==> src/rtl/imem_fetch_ctrl.sv <==
// Instruction-fetch sequencer: owns the fetch PC, reads IM, and queues fetched
// words in a 2-entry FIFO for decode; handles redirects and sticky fetch faults.
module imem_fetch_ctrl #(
  parameter logic [31:0] PC_RESET = 32'h0000_3000,
  parameter logic [31:0] IM_BASE  = 32'h0000_3000,
  parameter logic [31:0] IM_LIMIT = 32'h0000_6ffc
) (
  input  logic        clk,
  input  logic        reset,
  output logic [12:0] im_addr,
  input  logic [31:0] im_data,
  input  logic        redirect,
  input  logic [31:0] redirect_pc,
  output logic        inst_valid,
  input  logic        inst_ready,
  output logic [31:0] inst,
  output logic [31:0] inst_pc,
  output logic        fault,
  output logic [31:0] fault_pc
);

  logic [31:0] fpc_r, fpc_n_s;
  logic [1:0]  count_r, count_n_s;
  logic        valid_r, valid_n_s;
  logic [31:0] pc0_r, pc0_n_s, word0_r, word0_n_s;
  logic [31:0] pc1_r, pc1_n_s, word1_r, word1_n_s;
  logic        fault_r, fault_n_s;
  logic [31:0] fault_pc_r, fault_pc_n_s;
  logic        legal_s, pop_s, can_push_s, push_s;

  // Fetch qualification: legality of the current PC and handshake terms
  always_comb begin
    legal_s    = (fpc_r >= IM_BASE) && (fpc_r <= IM_LIMIT) && (fpc_r[1:0] == 2'b00);
    pop_s      = valid_r && inst_ready;
    can_push_s = !fault_r && ((count_r != 2'd2) || pop_s);
    push_s     = !redirect && can_push_s && legal_s;
  end

  // Next-state for PC, queue slots, count and fault tracking
  always_comb begin
    fpc_n_s      = fpc_r;
    count_n_s    = count_r;
    pc0_n_s      = pc0_r;
    word0_n_s    = word0_r;
    pc1_n_s      = pc1_r;
    word1_n_s    = word1_r;
    fault_n_s    = fault_r;
    fault_pc_n_s = fault_pc_r;
    if (redirect) begin
      fpc_n_s   = redirect_pc;
      count_n_s = 2'd0;
      fault_n_s = 1'b0;
      pc0_n_s   = 32'd0;
      word0_n_s = 32'd0;
      pc1_n_s   = 32'd0;
      word1_n_s = 32'd0;
    end else begin
      // Slot 0 is always the head; a pop shifts slot 1 forward.
      if (pop_s) begin
        pc0_n_s   = pc1_r;
        word0_n_s = word1_r;
      end else begin
        pc0_n_s   = pc0_r;
        word0_n_s = word0_r;
      end
      if (push_s) begin
        if ((count_r == 2'd0) || ((count_r == 2'd1) && pop_s)) begin
          pc0_n_s   = fpc_r;
          word0_n_s = im_data;
        end else begin
          pc1_n_s   = fpc_r;
          word1_n_s = im_data;
        end
        fpc_n_s = fpc_r + 32'd4;
      end else if (can_push_s && !legal_s) begin
        fault_n_s    = 1'b1;
        fault_pc_n_s = fpc_r;
      end else begin
        fpc_n_s = fpc_r;
      end
      case ({push_s, pop_s})
        2'b10:   count_n_s = count_r + 2'd1;
        2'b01:   count_n_s = count_r - 2'd1;
        default: count_n_s = count_r;
      endcase
    end
    valid_n_s = (count_n_s != 2'd0);
  end

  // State registers with synchronous reset
  always_ff @(posedge clk) begin
    if (reset) begin
      fpc_r      <= PC_RESET;
      count_r    <= 2'd0;
      valid_r    <= 1'b0;
      pc0_r      <= 32'd0;
      word0_r    <= 32'd0;
      pc1_r      <= 32'd0;
      word1_r    <= 32'd0;
      fault_r    <= 1'b0;
      fault_pc_r <= 32'd0;
    end else begin
      fpc_r      <= fpc_n_s;
      count_r    <= count_n_s;
      valid_r    <= valid_n_s;
      pc0_r      <= pc0_n_s;
      word0_r    <= word0_n_s;
      pc1_r      <= pc1_n_s;
      word1_r    <= word1_n_s;
      fault_r    <= fault_n_s;
      fault_pc_r <= fault_pc_n_s;
    end
  end

  assign im_addr    = fpc_r[14:2];
  assign inst_valid = valid_r;
  assign inst       = word0_r;
  assign inst_pc    = pc0_r;
  assign fault      = fault_r;
  assign fault_pc   = fault_pc_r;

endmodule

==> config.mk <==
export PLATFORM = sky130hd
export DESIGN_NAME = imem_fetch_ctrl
export DESIGN_NICKNAME = d
export VERILOG_FILES = /design/src/rtl/imem_fetch_ctrl.sv
export SDC_FILE = /design/constraint.sdc
export NUM_CORES = 1
export LEC_CHECK = 0
export CAP_MARGIN = 20
export CORE_MARGIN = 1.5
export CORE_UTILIZATION = 50
export DETAILED_ROUTE_END_ITERATION = 10
export PLACE_DENSITY = 0.8
export SETUP_SLACK_MARGIN = 0.02
export SYNTH_ARGS = -nofsm -noshare
export SYNTH_HDL_FRONTEND = slang
export SYNTH_SLANG_ARGS = --single-unit
==> constraint.sdc <==
create_clock -name clk -period 2.46 [get_ports clk]
set_input_delay 0.369 -clock clk [delete_from_list [all_inputs] [get_ports clk]]
set_output_delay 0.369 -clock clk [all_outputs]
set_load 0.005 [all_outputs]
==> metrics.cfg, run 1 <==
[outcome]
outcome = completed

[floorplanning]
die-area_um2 = 16330
start_util = 0.5120
die_x_um = 127.8
io-pin-count = 179
fp.coreArea_um2 = 15200
row_count = 45
die_h_um = 127.8

[clock_tree]
ctsHoldBuffers = 0
htree_levels = 4
postCtsSetupBuffers = 0
cts_sinks = 196
root_buffer = clkbuf_16
clk_pin_slew_ns = 0.07
clk_path_buf_depth = 2
clk-insertion-delay-late_ns = 0.43
cts_resized = 0
cts_tree = built
numCtsBuffers = 17

[cells_and_area]
antenna_cells = 0
nFillCells = 1243
drive_above_1_share = 0.06647
fin_cells = 1196
fin_nets = 1070
syn_to_final_growth_pct = 31.97

[timing]
period_minus_slack_ns = 2.221
whs_ns = 0.2648
max_freq_mhz = 450.2
clock_skew_ns = 0.007259
rsz0062_at_grt = no
hold_violations = 0
setup_viol = 0
fin_crit_sh = 0.9030
slew_viol_final = 0
relSlewSlack = 0.6032
worstMarginPinSlew_ns = 0.5952

[drt]
finalWirelength_um = 18470
drc = 0
avgViaCountPerCell = 5.372
ant_nets = 0
wire_per_inst_um = 15.44
drt_pass1_iterations = 8
drt_iter0_markers = 349
vias = 6425

[grt]
grt_use_total = 0.2262
grt_max_degree = 82
antenna_found_initial = 0
grt_pass1_wl_um = 29700
grt_pass1_vias = 5959
grt.overflow.total = 0

[logic_synthesis]
synth_edf_count = 0
yosys.area.top_type_share = 0.5041
yosysSeqAreaShare = 0.5041
ys_warn_count = 0
ys_seq_elements = 196
synth_cells = 852
synth.largest_area_cell = dfxtp_1
synthFlopType = dfxtp_1
syn_nets = 927
netlist_area_um2 = 7784
synth_area_leaders = dfxtp_1, mux2i_1, nand2_1, nor2_1, a211oi_1
synth_cell_types = 42
avgSynthCellArea_um2 = 9.136
async_flop_share = 0

[min_path]
hold_class = input pin to register

[worst_setup_path]
critPathCaptureType = register
crit_fanout = 4
critPathTopFamily = adder cells
cp-start-kind = register
path_buf_inv = 2
required_ns = 2.81
worstPathCellList = inv_1, ha_1, a211o_1, nor4_2, inv_1, ha_1, nor3_1, a21oi_1, a21oi_1
critPathKind = register to register
worstPathArrival_ns = 2.58
critical-path-max-stage-delay_ns = 0.40
crit_slowest_cell = dfxtp_1

[power]
seqPwrFrac = 0.502
p_int_w = 0.005052
p_per_area_nw_per_um2 = 639.8
power.share.combinational = 0.082
p_switching_w = 0.001520
vdd_drop_max_mv = 0.6641
p_leak_nw = 4.131
clkPwrFrac = 0.415
switching_share = 0.2313

[place]
hpwl_um = 12320
dp_cells = 1164
place.gp.congestion = 0.8055
portBuffers = 178

[run]
max_cap_violations = 0

==> cell usage after synthesis, types with 2 or more instances <==
| library cell | number |
|---|---|
| nor3_1 | 7 |
| xor2_1 | 2 |
| mux2i_1 | 95 |
| buf_6 | 3 |
| inv_1 | 9 |
| buf_1 | 5 |
| buf_2 | 17 |
| o31ai_1 | 2 |
| a211oi_1 | 51 |
| a31oi_1 | 3 |
| nand2_1 | 141 |
| ha_1 | 7 |
| xnor2_1 | 5 |
| nor4_4 | 4 |
| and4_1 | 3 |
| o21ai_0 | 4 |
| nor2_1 | 114 |
| dfxtp_1 | 196 |
| a21o_1 | 2 |
| a22oi_1 | 2 |
| nand3_1 | 7 |
| buf_4 | 15 |
| and3_1 | 23 |
| clkbuf_1 | 35 |
| a211o_1 | 3 |
| nor4_1 | 6 |
| a21oi_1 | 71 |
| nand4_1 | 6 |
==> per-stage QoR <==
step | utilization | worst slack, ns | area (um^2) | TNS, ns | power [W]
global placement | 0.6375 | 0.02351 | 9692 | 0 | 0.003908
CTS | 0.6753 | 0.1750 | 10270 | 0 | 0.006622
finish | 0.6757 | 0.2386 | 10270 | 0 | 0.006572
global route | 0.6757 | 0.04988 | 10270 | 0 | 0.006792
floorplan | - | 0.3213 | 7784 | 0 | 0.003626
detailed placement | 0.6375 | -0.04039 | 9692 | -0.05085 | 0.003911
==> path summary, 6_finish.rpt <==
| check | startpoint | endpoint | slack, ns | depth (start not counted) |
|---|---|---|---|---|
| worst max-delay path | count_r[0] | inst_valid | 0.24 | 9 |
| worst min-delay path | reset | fault_pc[26] | 0.26 | 2 |
| worst max register to register | count_r[0] | inst_valid | 0.24 | 9 |
| worst min register to register | pc1_r[13] | pc1_r[13] | 0.45 | 2 |
==> power by group through the flow <==
stage               clock, W  combinational [W]  sequential, W
CTS                  0.00278           0.000543        0.00330
detailed placement         0           0.000538        0.00337
global placement           0           0.000536        0.00337
floorplan                  0           0.000274        0.00335
finish               0.00273           0.000542        0.00330
global route         0.00290           0.000582        0.00331
==> cell type report <==
type	instances	area [um^2]	share of cell area
clock buffers	20	446.7	0.04348
clock inverters	12	127.6	0.01242
inverters	9	33.78	0.003289
multi-input cells	571	3451	0.3359
flip-flops and latches	196	3924	0.3820
well taps	188	235.2	0.02290
repair buffers	200	2054	0.2000
==> sequential cells by signal (all words and copies together) (netlist names) <==
register	count
count_r	2
fault	1
fault_pc	32
fpc_r	32
inst	32
inst_pc	32
inst_valid	1
pc1_r	32
word1_r	32
==> logic make-up (layout without fill, tap and decap cells) <==
| group | Yosys count | in the layout | synth area share |
|---|---|---|---|
| buffers and inverters | 85 | 241 | 0.05530 |
| XOR/XNOR | 7 | 7 | 0.007877 |
| flip-flops | 196 | 196 | 0.5041 |
| multiplexers | 95 | 95 | 0.1222 |
| adder cells (fa/ha/maj) | 7 | 7 | 0.01125 |
| AND/OR/NAND/NOR | 318 | 318 | 0.1844 |
| AO/OA/AOI/OAI | 144 | 144 | 0.1149 |
==> layer usage <==
metal,vias up,track usage,part of all wire
li1,3195,-,-
met1,2987,0.3015,0.46
met2,217,0.3612,0.45
met3,26,0.06093,0.069
met4,0,0.06609,0.016
met5,-,0,0
==> cell usage in the layout (no fill, tap or decap), drive strengths merged, types with 2 or more instances in the layout <==
| cell type | instances |
|---|---|
| nand2 | 141 |
| xnor2 | 5 |
| nand4 | 7 |
| and4 | 3 |
| clkinv | 6 |
| clkdlybuf4s50 | 177 |
| a22oi | 2 |
| a211o | 3 |
| clkbuf | 20 |
| a31oi | 3 |
| mux2i | 95 |
| dfxtp | 196 |
| a211oi | 51 |
| a21oi | 71 |
| ha | 7 |
| xor2 | 2 |
| nor3 | 8 |
| a21o | 2 |
| o21ai | 6 |
| inv | 12 |
| nor4 | 11 |
| nand3 | 8 |
| o31ai | 2 |
| buf | 23 |
| nor2 | 114 |
| bufinv | 2 |
| and3 | 23 |
No activity file was read; power rests on OpenSTA's default activity.
==> inputs of run 2 (changes only) <==
Settings changed: GPL_ROUTABILITY_DRIVEN from default to 0.
==> results of run 2 <==
Final layout, timing and power as in run 1 (identical DEF).
==> inputs of run 3 (changes only) <==
Settings changed: ABC_CLOCK_PERIOD_IN_PS from default to 2460.
==> results of run 3 <==
Final layout, timing and power as in run 1 (identical DEF).
